==> config.mk <==
export PLATFORM = sky130hd
export DESIGN_NAME = instruction_fetch_flat
export DESIGN_NICKNAME = d
export VERILOG_FILES = /design/src/rtl/instruction_fetch_pkg.sv /design/src/rtl/instruction_fetch_if.sv /design/src/rtl/fetch_fifo.sv /design/src/rtl/instruction_fetch.sv /design/src/flat_wrapper.sv
export SDC_FILE = /design/constraint.sdc
export NUM_CORES = 1
export LEC_CHECK = 0
export CORE_MARGIN = 1
export CORE_UTILIZATION = 55
export DETAILED_ROUTE_END_ITERATION = 12
export PLACE_DENSITY = 0.84
export SYNTH_ARGS = -nofsm -noshare
export SYNTH_HDL_FRONTEND = slang
export SYNTH_HIERARCHICAL = 1
export SYNTH_SLANG_ARGS = --single-unit
==> constraint.sdc <==
create_clock -name Clock -period 12.6 [get_ports Clock]
set_input_delay 2.52 -clock Clock [delete_from_list [all_inputs] [get_ports Clock]]
set_output_delay 2.52 -clock Clock [all_outputs]
set_load 0.02 [all_outputs]
==> src/rtl/instruction_fetch_pkg.sv <==
// Shared definitions for the fetch stage and the main Control decoder.
// Contents: XLEN, NOP encoding, base-ISA major opcodes, fetch FSM state
// encoding and a word-alignment helper.
package instruction_fetch_pkg;

  localparam int unsigned XLEN = 32;

  localparam logic [XLEN-1:0] NOP = 32'h0000_0013;

  // Major opcodes, Instruction[6:0]
  localparam logic [6:0] OPC_R      = 7'b0110011;
  localparam logic [6:0] OPC_LOAD   = 7'b0000011;
  localparam logic [6:0] OPC_STORE  = 7'b0100011;
  localparam logic [6:0] OPC_BRANCH = 7'b1100011;
  localparam logic [6:0] OPC_OP_IMM = 7'b0010011;
  localparam logic [6:0] OPC_JALR   = 7'b1100111;
  localparam logic [6:0] OPC_JAL    = 7'b1101111;

  typedef enum logic [1:0] {
    IDLE = 2'd0,
    REQ  = 2'd1,
    WAIT = 2'd2,
    DROP = 2'd3
  } fetch_state_e;

  function automatic logic [XLEN-1:0] word_align(input logic [XLEN-1:0] addr);
    return {addr[XLEN-1:2], 2'b00};
  endfunction

endpackage

==> src/rtl/instruction_fetch_if.sv <==
// Fetch-stage bus bundle.
//   Imem*    : request/grant/response channel to instruction memory
//   Instr*   : valid/ready channel towards decode, plus Instruction/Opcode
//   Redirect : one-cycle branch/jump redirect strobe with target RedirectPC
// master = fetch unit, slave = memory/decode/branch environment.
interface instruction_fetch_if;
  import instruction_fetch_pkg::*;

  logic            ImemReq;
  logic [XLEN-1:0] ImemAddr;
  logic            ImemGnt;
  logic            ImemRValid;
  logic [XLEN-1:0] ImemRData;
  logic            InstrValid;
  logic            InstrReady;
  logic [XLEN-1:0] Instruction;
  logic [6:0]      Opcode;
  logic [XLEN-1:0] InstrPC;
  logic            Redirect;
  logic [XLEN-1:0] RedirectPC;

  modport master (
    output ImemReq, ImemAddr, InstrValid, Instruction, Opcode, InstrPC,
    input  ImemGnt, ImemRValid, ImemRData, InstrReady, Redirect, RedirectPC
  );

  modport slave (
    input  ImemReq, ImemAddr, InstrValid, Instruction, Opcode, InstrPC,
    output ImemGnt, ImemRValid, ImemRData, InstrReady, Redirect, RedirectPC
  );

endinterface

==> src/rtl/fetch_fifo.sv <==
// Small synchronous FIFO buffering fetched words for decode.
//   clk, rst_n      : clock, asynchronous active-low reset
//   flush           : empties the FIFO; wins over push and pop
//   push, push_data : write side; push while full is taken only with a pop
//   pop, pop_data   : read side; pop while empty is ignored, pop_data is 0 when empty
//   empty, full     : status
//   count           : current occupancy
module fetch_fifo #(
  parameter int unsigned Depth = 2,
  parameter int unsigned Width = 64,
  localparam int unsigned CntW = $clog2(Depth) + 1
) (
  input  logic             clk,
  input  logic             rst_n,
  input  logic             flush,
  input  logic             push,
  input  logic [Width-1:0] push_data,
  input  logic             pop,
  output logic [Width-1:0] pop_data,
  output logic             empty,
  output logic             full,
  output logic [CntW-1:0]  count
);

  localparam int unsigned PtrW = $clog2(Depth);

  logic [Width-1:0] mem_q [Depth];
  logic [PtrW-1:0]  wr_ptr_q, rd_ptr_q;
  logic [CntW-1:0]  count_q;
  logic             do_push, do_pop;

  assign empty   = (count_q == '0);
  assign full    = (count_q == CntW'(Depth));
  assign do_pop  = pop && !empty;
  // A pop in the same cycle frees the slot, so a full FIFO still accepts the push.
  assign do_push = push && (!full || do_pop);

  always_ff @(posedge clk or negedge rst_n) begin
    if (!rst_n) begin
      wr_ptr_q <= '0;
      rd_ptr_q <= '0;
      count_q  <= '0;
    end else if (flush) begin
      wr_ptr_q <= '0;
      rd_ptr_q <= '0;
      count_q  <= '0;
    end else begin
      if (do_push) wr_ptr_q <= wr_ptr_q + 1'b1;
      if (do_pop)  rd_ptr_q <= rd_ptr_q + 1'b1;
      count_q <= count_q + CntW'(do_push) - CntW'(do_pop);
    end
  end

  // Storage needs no reset: contents are only visible while count is non-zero.
  always_ff @(posedge clk) begin
    if (do_push) mem_q[wr_ptr_q] <= push_data;
  end

  assign pop_data = empty ? '0 : mem_q[rd_ptr_q];
  assign count    = count_q;

endmodule

==> src/rtl/instruction_fetch.sv <==
// Instruction fetch stage: issues one word fetch at a time to instruction
// memory, buffers returned words with their address, and presents them to
// decode. A redirect retargets the PC, flushes the buffer and discards any
// response still owed by memory.
//   Clock : sole clock, rising edge
//   Reset : asynchronous active-low reset
//   bus   : instruction_fetch_if master (memory, decode and redirect channels)
module instruction_fetch
  import instruction_fetch_pkg::*;
#(
  parameter logic [31:0] RESET_PC   = 32'h0000_0000,
  parameter int unsigned FIFO_DEPTH = 2
) (
  input logic                 Clock,
  input logic                 Reset,
  instruction_fetch_if.master bus
);

  localparam int unsigned CntW = $clog2(FIFO_DEPTH) + 1;

  fetch_state_e      state_q, state_d;
  logic [XLEN-1:0]   pc_q, fetch_addr_q;
  logic              grant, push, pop;
  logic              fifo_empty, fifo_full;
  logic [CntW-1:0]   fifo_count;
  logic [CntW:0]     occ_after_push;
  logic [2*XLEN-1:0] fifo_rdata;

  assign grant = (state_q == REQ) && bus.ImemGnt;
  assign push  = (state_q == WAIT) && bus.ImemRValid && !bus.Redirect;
  assign pop   = !fifo_empty && bus.InstrReady;

  assign occ_after_push = {1'b0, fifo_count} + (CntW + 1)'(1) - (CntW + 1)'(pop);

  // State register
  always_ff @(posedge Clock or negedge Reset) begin
    if (!Reset) state_q <= IDLE;
    else        state_q <= state_d;
  end

  // Next state
  always_comb begin
    state_d = state_q;
    unique case (state_q)
      // Nothing is in flight in IDLE, so free slots alone decide.
      IDLE:    if (!fifo_full) state_d = REQ;
      REQ:     if (bus.ImemGnt) state_d = WAIT;
      WAIT:    if (bus.ImemRValid) begin
        state_d = (occ_after_push < (CntW + 1)'(FIFO_DEPTH)) ? REQ : IDLE;
      end
      DROP:    if (bus.ImemRValid) state_d = REQ;
      default: state_d = IDLE;
    endcase
    if (bus.Redirect) begin
      // A response is still owed if the request is accepted now or already
      // accepted and not yet answered; it belongs to the old path.
      if (grant ||
          ((state_q == WAIT || state_q == DROP) && !bus.ImemRValid)) begin
        state_d = DROP;
      end else begin
        state_d = REQ;
      end
    end
  end

  // Outputs
  always_comb begin
    bus.ImemReq     = (state_q == REQ);
    bus.ImemAddr    = pc_q;
    bus.InstrValid  = !fifo_empty;
    bus.Instruction = fifo_rdata[2*XLEN-1:XLEN];
    bus.InstrPC     = fifo_rdata[XLEN-1:0];
    bus.Opcode      = fifo_rdata[XLEN+6:XLEN];
  end

  // PC advances on grant; the accepted address is kept to tag the response.
  always_ff @(posedge Clock or negedge Reset) begin
    if (!Reset) begin
      pc_q         <= RESET_PC;
      fetch_addr_q <= RESET_PC;
    end else if (bus.Redirect) begin
      pc_q <= word_align(bus.RedirectPC);
    end else if (grant) begin
      pc_q         <= pc_q + 32'd4;
      fetch_addr_q <= pc_q;
    end
  end

  fetch_fifo #(
    .Depth (FIFO_DEPTH),
    .Width (2 * XLEN)
  ) u_fifo (
    .clk       (Clock),
    .rst_n     (Reset),
    .flush     (bus.Redirect),
    .push      (push),
    .push_data ({bus.ImemRData, fetch_addr_q}),
    .pop       (pop),
    .pop_data  (fifo_rdata),
    .empty     (fifo_empty),
    .full      (fifo_full),
    .count     (fifo_count)
  );

endmodule

==> src/flat_wrapper.sv <==
// flat-port wrapper written by rule: the top's interface ports become plain ports
module instruction_fetch_flat import instruction_fetch_pkg::*;
#(
  parameter logic [31:0] RESET_PC   = 32'h0000_0000,
  parameter int unsigned FIFO_DEPTH = 2
)
  (Clock, Reset, bus_ImemReq, bus_ImemAddr, bus_InstrValid, bus_Instruction, bus_Opcode, bus_InstrPC, bus_ImemGnt, bus_ImemRValid, bus_ImemRData, bus_InstrReady, bus_Redirect, bus_RedirectPC);
  instruction_fetch_if bus_i ();
  input logic Clock;
  input logic Reset;
  output wire logic [$bits(bus_i.ImemReq)-1:0] bus_ImemReq;
  output wire logic [$bits(bus_i.ImemAddr)-1:0] bus_ImemAddr;
  output wire logic [$bits(bus_i.InstrValid)-1:0] bus_InstrValid;
  output wire logic [$bits(bus_i.Instruction)-1:0] bus_Instruction;
  output wire logic [$bits(bus_i.Opcode)-1:0] bus_Opcode;
  output wire logic [$bits(bus_i.InstrPC)-1:0] bus_InstrPC;
  input wire logic [$bits(bus_i.ImemGnt)-1:0] bus_ImemGnt;
  input wire logic [$bits(bus_i.ImemRValid)-1:0] bus_ImemRValid;
  input wire logic [$bits(bus_i.ImemRData)-1:0] bus_ImemRData;
  input wire logic [$bits(bus_i.InstrReady)-1:0] bus_InstrReady;
  input wire logic [$bits(bus_i.Redirect)-1:0] bus_Redirect;
  input wire logic [$bits(bus_i.RedirectPC)-1:0] bus_RedirectPC;
  assign bus_ImemReq = bus_i.ImemReq;
  assign bus_ImemAddr = bus_i.ImemAddr;
  assign bus_InstrValid = bus_i.InstrValid;
  assign bus_Instruction = bus_i.Instruction;
  assign bus_Opcode = bus_i.Opcode;
  assign bus_InstrPC = bus_i.InstrPC;
  assign bus_i.ImemGnt = bus_ImemGnt;
  assign bus_i.ImemRValid = bus_ImemRValid;
  assign bus_i.ImemRData = bus_ImemRData;
  assign bus_i.InstrReady = bus_InstrReady;
  assign bus_i.Redirect = bus_Redirect;
  assign bus_i.RedirectPC = bus_RedirectPC;
  instruction_fetch #(.RESET_PC(RESET_PC), .FIFO_DEPTH(FIFO_DEPTH)) u_core (.Clock(Clock), .Reset(Reset), .bus(bus_i));
endmodule
* Word level (Yosys, flattened, before mapping)
Memories as Yosys holds them, arrays and structs flattened.
Index checks and enable logic that the tools add are counted.
** Word-level totals
- Latch bits :: 0
- ROM bits :: 0
- RAM bits :: 128
- Register bits after elaboration :: 70
- Word-level logic and storage cells :: 63
- Output and inout bits :: 105
- Memories :: 1
** Memories
- u_core.u_fifo.mem_q :: depth 2, width 64, rd ports 1, clocked after memory_dff 0, wr ports 1, RTL line fetch_fifo.sv:27 : logic [Width-1:0] mem_q [Depth];
** Operators by class
- Div/mod/pow operators :: 0
- Equality and inequality tests :: 8
- Bitwise logic cells :: 1
- Multiplexer cells :: 18
- Multiply operators :: 0
- Shift operators :: 0
- $add $sub $neg :: 7
- Reductions and logical operators :: 21
- Order comparisons :: 1
** Operators with widths (number)
- 32-bit two-way mux :: 2
- 64-bit two-way mux :: 1
- 32-bit by 3-bit adder with 32-bit output (second input constant) :: 1
- 2-bit two-way mux :: 7
- 3-bit inequality test (second input constant) :: 3
- 2-bit case mux with 4 select lines :: 1
- 1-bit logical AND :: 7
- 1-bit two-way mux :: 7
- 2-bit equality test (second input constant) :: 3
- 2-bit nonzero test :: 3
- 1-bit zero test :: 4
- 2-bit zero test :: 2
- 4-bit AND reduction :: 1
- 2-bit by 1-bit adder with 3-bit output (second input constant) :: 1
- 1-bit logical OR :: 3
- 3-bit by 2-bit < comparator with 1-bit output (second input constant) :: 1
- 3-bit by 1-bit inequality test with 1-bit output (second input constant) :: 1
- 3-bit by 1-bit subtractor with 3-bit output :: 1
- 1-bit adder (second input constant) :: 2
- 2-bit by 1-bit adder with 2-bit output :: 1
- 2-bit by 1-bit equality test with 1-bit output (second input constant) :: 1
- 2-bit AND reduction :: 1
- 2-bit by 1-bit subtractor with 2-bit output :: 1
- 1-bit inverter :: 1

* Longest topological paths before layout
Gate-level depths: netlist (run 1).
- Depth after elaboration :: 9
- Mapped depth :: 10
- Gate-level depth less buffers :: 9

* Cells and area by module
The synthesis (run 1) kept the hierarchy.
** By module, submodules not included
- fetch_fifo :: area each 5097.4 µm², cells an instance 298, seq. area each 3943.8 µm², instances 1
- instruction_fetch :: area each 3128.0 µm², cells an instance 301, seq. area each 1551.5 µm², instances 1

* Least setup slack after synthesis (run 1)
OpenSTA, ideal clock, no wires.
- Path kind :: input-to-reg
- Start :: in bus_Redirect
- End :: mem u_core.u_fifo.mem_q[0][0], enable pin
- Stages on the path :: 5
- Path slack :: 6.017 ns
- Data required time :: 12.114 ns
- Buffers on the path :: 2
- Data arrival time :: 6.096 ns
- Path through :: clkbuf_1 -> clkbuf_1 -> nor3_1 -> o21ai_2 -> nor2_1
** Between the ends
- Word-level cells in the longest chain between the ends :: 5
** Ends and longest elaborated chain
- start: declaration :: RTL line flat_wrapper.sv:21 : input wire logic [$bits(bus_i.Redirect)-1:0] bus_Redirect;
- 1-bit zero test :: RTL line instruction_fetch.sv:30 : assign push = (state_q == WAIT) && bus.ImemRValid && !bus.Redirect;
- 1-bit logical AND :: RTL line instruction_fetch.sv:30
- net u_core.push :: RTL line instruction_fetch.sv:23 : logic grant, push, pop;
- 1-bit logical AND :: RTL line fetch_fifo.sv:36 : assign do_push = push && (!full || do_pop);
- 1-bit two-way mux :: RTL line fetch_fifo.sv:56 : if (do_push) mem_q[wr_ptr_q] <= push_data;
- 1-bit two-way mux (implied by the code) :: RTL line fetch_fifo.sv:56
- end: declaration :: RTL line fetch_fifo.sv:27
The timed path passes the listed nets, and every way through them passes these cells.

* Final worst setup path (run 1)
- Start :: reg u_core.u_fifo.rd_ptr_q
- End :: out bus_Instruction[2]
** Between the ends
- Word-level cells in the longest chain between the ends :: 2
** Ends and longest elaborated chain
- start: declaration :: RTL line fetch_fifo.sv:28 : logic [PtrW-1:0] wr_ptr_q, rd_ptr_q;
- start signal: assignment :: RTL line fetch_fifo.sv:49 : if (do_pop) rd_ptr_q <= rd_ptr_q + 1'b1;
- memory read 2 x 64 bit
- 64-bit two-way mux :: RTL line fetch_fifo.sv:59 : assign pop_data = empty ? '0 : mem_q[rd_ptr_q];
- end: declaration :: RTL line flat_wrapper.sv:14 : output wire logic [$bits(bus_i.Instruction)-1:0] bus_Instruction;
Every way passes these cells.

==> metrics.md, run 1 <==
| Metric | Value |
|---|---|
| Fin worst setup slack | roughly 7.4 ns |
| Sequential area share after synthesis | between 60% and 70% |
| Crit-path slowest cell | dfrtp_4 |
| Worst min-delay path category | flop to flop |
| Clock Pin Slew Worst Setup and Hold Paths | approximately 0.060 ns |
| Internal power | 1.137 mW |
| Largest net degree at the start of global routing | 67 |
| Drt total wl | approximately 17000 um |
| Max Slew Vio Count | 0 |
| Post-Synth Simple-Gate Area | 11.65% |
| Final TNS setup | 0 ns |
| Switching portion of total power | a little under a quarter |
| Syn avg cell area | approximately 14 um^2 |
| CP top delay family | flip-flops |
| Layout cell share with drive strength beyond 1 | 10.25% |
| Cts hold-fix bufs | 0 |
| Number of CTS-inserted buffers | 17 |
| Post-synthesis async set-or-reset flop share | between 30% and 40% |
| Total vias in the final route | around 5300 |
| Largest family of logic cells by synthesized area | multiplexers |
| Crit. End Element | output port |
| Synth Area in Adders | 0.3042% |
| Switch Pwr | between 300 and 400 uW |
| Top-area cell type share of the netlist area | between 40% and 50% |
| CP Buf/Inv Count | 1 |
| Multiplexer share of the synthesized area | about an eighth |
| Total Nets Final | between 800 and 900 |
| Input/output buffers | 170 |
| FP Rows | 44 |
| Gr usage total | 22.34% |
| Die area | 0.01545 mm^2 |
| Fill count | 986 |
| Core footprint | 0.01459 mm^2 |
| Max IR drop VDD | 89.17 uV |
| Final Hold Fails | 0 |
| Area growth syn-to-layout | 28.43% |
| Highest Clock Rate | 191.7 MHz |
| Worst-path cell chain | mux2i_1 -> nor2_1 -> clkdlybuf4s50_1 |
| Post-Route Utilization | 72.41% |
| Most common cell in the synthesized netlist | edfxtp_1 |
| Minimum clock period | 5.216 ns |
| Combinational power share | a little over a tenth |
| Clock share of power | 35.0% |
| Worst Tran Pin Value | 1.173 ns |
| Root Buffer | clkbuf_16 |
| Post-synth EDFFs | 128 |
| Syn. warnings | 6 |
| Pwr Total | about 1.5 mW |
| Yosys cell types | 50 |
| Final setup viols | 0 |
| Clock Path Buffers | 2 |
| Initial antenna violation count | 0 |
| Routed len/inst | 17.67 um |
| Die H | 124.3 um |
| RD Place Congestion | 0.8363 |
| DR DRC count | 0 |
| Sequential share of power | 54.4% |
| Max_slew headroom | 21.83% |
| Number of global-route vias before repair | about 5300 |
| Final setup skew | 0.006948 ns |
| Postcts setup bufs | 0 |
| Initial Utilization | 56.38% |
| Crit path largest cell delay | approximately 1.2 ns |
| XOR/XNOR share of the synthesized area | about 1.3% |
| Leak | 3.660 nW |
| Synth Flop Type | edfxtp_1 |
| CP required | 10.08 ns |
| Arr. time, crit path | between 2 and 3 ns |
| Setup WS pre-CTS | 7.020 ns |
| Footprint of the multi-input gates | 0.002484 mm^2 |
| Post-route ant nets | 0 |
| CTS tree | built |
| RSZ-0062 raised after global routing | no |
| Synth Area in Compound Gates | 3.985% |
| Sinks on Clock Net | 194 |
| IO Count | 175 |
| # diodes | 0 |
| Critical path class | flop to output port |
| Final Cycle Share | between 40 and 50% |
| Vias per cell | ~5.5 |
| TritonRoute pass-1 iters | 5 |
| Resized cells post-CTS | 0 |
| Cells after Synth | 599 |
| Status | finished clean |
| Initial DRC count | 407 |
| Ranking of synthesized cells by area | edfxtp_1 (47%), dfrtp_1 (20%), mux2i_1 (7.9%) |
| Cell taking the most area after synthesis | edfxtp_1 |
| Insertion delay to the later sink of the worst-skew pair | 0.42 ns |
| Worst Path Max Fanout | 65 |
| H-tree level count | 4 |
| Hpwl dp | 10950 um |
| Top cells by instance count after synthesis | edfxtp_1 (128), nor2_1 (89), dfrtp_1 (66), mux2i_1 (65), mux2_2 (30) |
| Crit path launch type | flop |
| First-pass GRT wire length | about 27000 um |
| Die extent in x | 124.3 um |
| Mapped cell area | between 0.008 and 0.009 mm^2 |
| Worst hold slack | 0.4666 ns |
| Max Cap Viol | 0 |
| Yosys reg bits | 194 |
| Cell Pwr Density | 140.0 mW/mm^2 |
| GR Overflow Total | 0 |
| Sequential cell area | 0.005499 mm^2 |
-- sequential cells by signal (all words and copies together), names as in the netlist --
name,cells
u_core/bus.ImemAddr,30
u_core/u_fifo/wr_ptr_q,1
u_core/u_fifo/count,2
u_core/u_fifo/rd_ptr_q,1
u_core/u_fifo/mem_q,128
u_core/state_q,2
u_core/fetch_addr_q,30
-- cell type report --
| type | count | share of cell area [%] |
|---|---|---|
| flip-flops and latches | 194 | 52.05 |
| multi-input cells | 359 | 23.51 |
| repair buffers | 175 | 16.42 |
| clock buffers | 18 | 4.157 |
| well taps | 184 | 2.179 |
| clock inverters | 14 | 1.291 |
| inverters | 11 | 0.3909 |
-- cells by family (layout without fill, tap and decap cells) --
group,after synthesis,in the layout
fa+ha+maj,2,2
simple gates,192,192
flops,194,194
other cells,1,6
compound gates,50,50
buf+inv,51,218
mux,97,97
xor+xnor,12,12
-- worst reg2reg max path, stage by stage, from the launching register on --
cell      delay, ns
dfrtp_1        0.49
nor2_4         0.11
buf_4          0.33
nand2b_1       0.30
inv_1          0.15
o21ai_2        0.14
nor2_4         0.56
buf_4          0.61
-- path summary, 6_finish.rpt --
kind                                               to                     from  slack [ns]  cells after the start
min in group asynchronous     u_core/fetch_addr_q[30]                    Reset        2.28                      2
setup / recovery                   bus_Instruction[2]   u_core/u_fifo/rd_ptr_q        7.38                      3
hold / removal             u_core/u_fifo/mem_q[0][14]  u_core/fetch_addr_q[14]        0.47                      0
hold reg to reg            u_core/u_fifo/mem_q[0][14]  u_core/fetch_addr_q[14]        0.47                      0
setup reg to reg           u_core/u_fifo/mem_q[1][42]   u_core/u_fifo/count[1]        9.52                      7
max in group asynchronous      u_core/u_fifo/rd_ptr_q                    Reset        9.66                      2
-- power groups by stage --
stage	sequential (mW)	combinational, mW	clock (mW)
after global routing	0.812	0.168	0.555
after detailed placement	0.818	0.156	0
after CTS	0.805	0.158	0.528
after global placement	0.811	0.151	0
after floorplan	0.810	0.0805	0
final	0.805	0.156	0.518
-- layer usage --
metal	vias to the layer above	wire [um]	track usage, %
li1	2510	-	-
met1	2569	7272	28.71
met2	188	8537	37.89
met3	19	877	4.639
met4	0	183	7.300
met5	-	0	0
-- layout by cell type, fill, tap and decap left out, types with 3 or more instances in the layout --
master / count
dfrtp_1: 65
xnor2_1: 6
nor3_1: 4
nor2_1: 85
and3_1: 7
nand3_1: 16
conb_1: 6
clkbuf_16: 17
buf_4: 5
clkdlybuf4s50_1: 169
nand2b_1: 3
nand2_1: 29
nor2b_1: 3
nand4_1: 10
xor2_1: 6
clkinv_2: 5
or3_1: 4
or4_1: 11
a31oi_1: 12
o21ai_0: 15
edfxtp_1: 128
nor2_4: 4
mux2i_1: 65
o21ai_1: 3
inv_1: 11
o31ai_1: 9
mux2_2: 30
-- through the flow --
step,cells,cell area [um^2]
finish,955,10560
global route,955,10560
CTS,955,10560
detailed placement,923,9988
global placement,923,9988
floorplan,604,8244
Power figures use the tool's default switching activity.
==> inputs of run 2 (changes only) <==
--- a/config.mk
+++ b/config.mk
@@ -6,9 +6,9 @@
 export NUM_CORES = 1
 export LEC_CHECK = 0
 export CORE_MARGIN = 1
-export CORE_UTILIZATION = 55
+export CORE_UTILIZATION = 46
 export DETAILED_ROUTE_END_ITERATION = 12
-export PLACE_DENSITY = 0.84
+export PLACE_DENSITY = 0.75
 export SYNTH_ARGS = -nofsm -noshare
 export SYNTH_HDL_FRONTEND = slang
 export SYNTH_HIERARCHICAL = 1
==> constraint.sdc (replaced) <==
create_clock -name Clock -period 4.55 [get_ports Clock]
set_input_delay 0.91 -clock Clock [delete_from_list [all_inputs] [get_ports Clock]]
set_output_delay 0.91 -clock Clock [all_outputs]
set_load 0.02 [all_outputs]
==> run 2 against run 1 <==
Against the previous run: worst hold slack improved by 0.0031 ns; critical path depth increased by 1; clock-buffer cell count fell by 1; final cell count grew 4.9%; wire length grew 5.5%; global-route usage down 2.1 points.
==> metrics.md, run 2 (synthesis results as in run 1) <==
| Metric | Value |
|---|---|
| Final Cycle Share | 77.49% |
| Clock Path Buffers | 2 (unchanged) |
| Worst min-delay path category | flop to flop |
| Routed len/inst | 17.76 um (+0.53%) |
| Met1 Track Usage GR | 25.45% (-3.3 points) |
| Die extent in x | 135.7 um (+9.2%) |
| Insertion delay to the later sink of the worst-skew pair | 0.42 ns (about the same) |
| Root Buffer | clkbuf_16 |
| Max Slew Vio Count | 0 (unchanged) |
| Number of CTS-inserted buffers | 17 (unchanged) |
| Max Cap Viol | 0 (unchanged) |
| Worst Path Max Fanout | 40 (-38%) |
| Max IR drop VDD | 256.9 uV (+190%) |
| GRT met3 Usage | 4.415% (-0.22 points) |
| RD Place Congestion | 0.7915 (-5.4%) |
| CTS tree | built |
| Commonest cells after routing, fill and taps aside | clkdlybuf4s50_1 (169), edfxtp_1 (128), nor2_1 (85) |
| GR Overflow Total | 0 (unchanged) |
| Cts hold-fix bufs | 0 (unchanged) |
| Highest Clock Rate | 283.6 MHz |
| Final setup viols | 0 (unchanged) |
| DR DRC count | 0 (unchanged) |
| Placed Area | 0.01010 mm^2 (+1.2%) |
| Die area | 0.01842 mm^2 (+19%) |
| Cell Pwr Density | 396.6 mW/mm^2 (+180%) |
| Flip-flop count of the largest register after layout | 128 (unchanged) |
| RSZ-0062 raised after global routing | no |
| Post-route ant nets | 0 (unchanged) |
| # diodes | 0 (unchanged) |
| Largest net degree at the start of global routing | 49 (-27%) |
| Core footprint | 0.01736 mm^2 (+19%) |
| TritonRoute pass-1 iters | 5 (unchanged) |
| Layout cell share with drive strength beyond 1 | 11.07% (+0.82 points) |
| Vias per cell | 5.398 (-2.5%) |
| H-tree level count | 4 (unchanged) |
| Gr usage total | 20.21% (-2.1 points) |
| Input/output buffers | 170 (unchanged) |
| Total vias in the final route | 5409 (+2.3%) |
| Initial DRC count | 351 (-14%) |
| Initial antenna violation count | 0 (unchanged) |
| Postcts setup bufs | 0 (unchanged) |
| Worst Tran Pin Value | 1.099 ns (-0.07372 ns) |
| FP Rows | 48 (+9.1%) |
| Area growth syn-to-layout | 30.77% |
| Crit path launch type | flop |
| Leak | 3.732 nW (+2.0%) |
| First-pass GRT wire length | 28140 um (+4.8%) |
| Arr. time, crit path | 2.62 ns (-0.08 ns) |
| Max_slew headroom | 26.74% (+4.9 points) |
| Met2 Use GR | 34.81% (-3.1 points) |
| Pwr Total | 4.266 mW (+190%) |
| Sinks on Clock Net | 194 (unchanged) |
| Initial Utilization | 47.39% (-9.0 points) |
| Final TNS setup | 0 ns (unchanged) |
| Final cell count without fillers | 1002 (+4.9%) |
| Crit. End Element | output port |
| Final Hold Fails | 0 (unchanged) |
| Total Nets Final | 836 (+0.72%) |
| Hpwl dp | 12110 um (+11%) |
| Placed cell count | 970 (+5.1%) |
| Number of global-route vias before repair | 5489 (+3.3%) |
| Die H | 135.7 um (+9.2%) |
| Critical path class | flop to output port |
| Final setup skew | 0.008313 ns (+0.001365 ns) |
| Minimum clock period | 3.526 ns |
| Biggest register | u_core/u_fifo/mem_q |
| Most common library cell in the layout ignoring fill and taps | clkdlybuf4s50_1 |
| CP required | 3.64 ns (-6.44 ns) |
| Clock Pin Slew Worst Setup and Hold Paths | 0.07 ns (about the same) |
| Global routing's busiest layer | met2 |
| Status | finished clean |
| Final Cell Area | 0.01076 mm^2 (+1.8%) |
| IO Count | 175 (unchanged) |
| Drt total wl | 17800 um (+5.5%) |
| Resized cells post-CTS | 0 (unchanged) |
## run 2: final timing paths
path | slack, ns | depth (start not counted) | startpoint | to
max in group asynchronous | 2.95 | 2 | Reset | u_core/u_fifo/rd_ptr_q
setup reg to reg | 1.75 | 7 | u_core/u_fifo/count[1] | u_core/u_fifo/mem_q[1][36]
min in group asynchronous | 0.70 | 1 | Reset | u_core/bus.ImemAddr[24]
hold reg to reg | 0.47 | 0 | u_core/fetch_addr_q[23] | u_core/u_fifo/mem_q[1][23]
setup / recovery | 1.02 | 4 | u_core/u_fifo/rd_ptr_q | bus_Opcode[4]
hold / removal | 0.47 | 0 | u_core/fetch_addr_q[23] | u_core/u_fifo/mem_q[1][23]
## run 2: critical path, cell delays in order (launching register included)
cell             delay [ns]
dfrtp_4                0.90
buf_4                  0.39
mux2i_1                0.11
nor2_1                 0.14
clkdlybuf4s50_1        0.64
## run 2: metal layers
metal	up-vias	wire, um
met4	0	179
met2	185	9164
li1	2525	-
met1	2686	7537
met3	13	913
met5	-	0
## run 2: cell type report
| type | count | area (um^2) |
|---|---|---|
| fillers | 1298 | 6600 |
| inverters | 11 | 41.29 |
| multi-input cells | 359 | 2479 |
| clock buffers | 17 | 425.4 |
| flip-flops and latches | 194 | 5499 |
| well taps | 225 | 281.5 |
| repair buffers | 181 | 1804 |
| clock inverters | 15 | 226.5 |
## run 2: metrics by stage
step / hold slack [ns] / util (%) / worst slack [ns]
after floorplan: 0.4382 / - / -0.4225
after global placement: 0.4470 / 58.22 / 1.309
after detailed placement: 0.4555 / 58.22 / 1.190
after CTS: 0.4717 / 61.97 / 0.9431
after global routing: 0.4778 / 61.97 / 0.8424
final: 0.4697 / 61.97 / 1.024
## run 2: power breakdown
group / leakage, nW / internal [mW] / switching [mW]
sequential: 1.94 / 2.09 / 0.141
combinational: 1.47 / 0.240 / 0.196
clock: 0.320 / 0.939 / 0.661
==> variant (settings of run 2) <==
Reset style: synchronous (`Reset` and `rst_n`), changed in 3 clocked blocks. Comments in the files are not updated.
--- a/src/rtl/fetch_fifo.sv
+++ b/src/rtl/fetch_fifo.sv
@@ -37,3 +37,3 @@
 
-  always_ff @(posedge clk or negedge rst_n) begin
+  always_ff @(posedge clk) begin
     if (!rst_n) begin
--- a/src/rtl/instruction_fetch.sv
+++ b/src/rtl/instruction_fetch.sv
@@ -35,3 +35,3 @@
   // State register
-  always_ff @(posedge Clock or negedge Reset) begin
+  always_ff @(posedge Clock) begin
     if (!Reset) state_q <= IDLE;
@@ -76,3 +76,3 @@
   // PC advances on grant; the accepted address is kept to tag the response.
-  always_ff @(posedge Clock or negedge Reset) begin
+  always_ff @(posedge Clock) begin
     if (!Reset) begin
Formal check against the unedited RTL: differs if Reset is asserted again (counterexample within 4 cycles, from zero or initial values and one cycle with Reset low); with Reset held inactive, the same outputs for 4 cycles.
==> variant against run 2 <==
Hold slack worse by 0.012 ns; core utilization fell by 0.85 points; cell area decreased by 2.0%; clock skew grew 0.0012 ns; register-to-register slack better by 0.24 ns; power decreased by 15%; synthesized cell count grew 13%; sequential cell count is 1 higher; synthesized area fell by 1.4%; routed wire length grew 2.9%; maximum frequency is 1.1% higher; setup slack improved by 0.040 ns; critical path type unchanged; highest routed layer unchanged.
==> variant: results <==
yosys:
  synthDistinctLibCells: 48
  yosys-top-cells-area: "edfxtp_1 47%, dfxtp_1 17%, mux2i_1 8.0%"
  synth_common_cells: "128 x edfxtp_1, 77 x nor2_1, 74 x nand2_1"
cells_and_area:
  nFillCells: 1347
  nets: 906
  layout-drive-gt1-share: 0.0638
placed_design:
  place_area_um2: 9960
  gp_routability_congestion: 0.876
  dp_hpwl_mm: 12.5
global_route:
  grt_use_met1: 0.266
  use_met3: 0.0488
  use_met2: 0.340
  grt_pass1_wl_mm: 28.8
  track_usage: 0.206
critical_path:
  r2r_slack_ns: 1.99
  worstPathArrival_ns: 2.58
  r2r_cells: 6
  worst_path_largest_cell_delay_ns: 1.09
hold_path:
  hp-start: "u_core/fetch_addr_q[6]$_SDFFE_PN0P_"
  hold_end: "u_core/u_fifo/mem_q[0][6]$_DFFE_PP_"
power:
  leakage_nw: 3.34
routing:
  drt_iter0_drc: 459
  wl_met2_mm: 8.96
  viasPerCell: 5.41
  met1_length_mm: 7.61
sta:
  tightest_slew_ns: 1.15
outcome:
  outcome: "complete, no violations"
variant: changes by cell type after synthesis, moves of 8 or more:
cell / before / now
dfxtp_1: 0 / 67
dfrtp_1: 66 / 0
nand2_1: 29 / 74
a21boi_0: 0 / 31
mux2_2: 30 / 0
clkbuf_1: 9 / 25
o21ai_0: 15 / 30
nor2_1: 89 / 77
a21oi_1: 0 / 8
variant: cell families (layout without fill, tap and decap cells):
logic type | Yosys count | after routing | synth area share
and+or+nand+nor | 237 | 237 | 0.139
other | 1 | 6 | 0.000462
AOI/OAI and AO/OA | 107 | 107 | 0.0885
muxes | 65 | 65 | 0.0802
buffers and inverters | 60 | 223 | 0.0362
xor gates and xnor gates | 12 | 12 | 0.0130
adders and majority gates | 2 | 2 | 0.00308
DFF | 195 | 195 | 0.639
variant: where the power goes:
| group | switching, mW | internal, mW | total (mW) |
|---|---|---|---|
| sequential | 0.0444 | 1.91 | 1.95 |
| combinational | 0.114 | 0.122 | 0.236 |
| clock | 0.668 | 0.769 | 1.44 |
variant: area by class of cell:
| cell class | instances | area, um2 | area share |
|---|---|---|---|
| flip-flops and latches | 195 | 5190 | 0.492 |
| repair buffers | 180 | 1770 | 0.168 |
| well taps | 225 | 282 | 0.0267 |
| clock inverters | 15 | 150 | 0.0143 |
| clock buffers | 17 | 425 | 0.0404 |
| multi-input cells | 429 | 2680 | 0.254 |
| inverters | 11 | 41.3 | 0.00392 |
variant: stage by stage:
stage	instances	setup WS [ns]	setup TNS (ns)	hold slack, ns	utilization
2_1_floorplan	684	-0.477	-61.00	0.425	-
3_3_place_gp	1040	1.21	0	0.430	0.578
3_5_place_dp	1040	1.07	0	0.443	0.578
4_1_cts	1072	0.970	0	0.460	0.611
5_1_grt	1072	0.861	0	0.472	0.611
6_report	1072	1.06	0	0.457	0.611
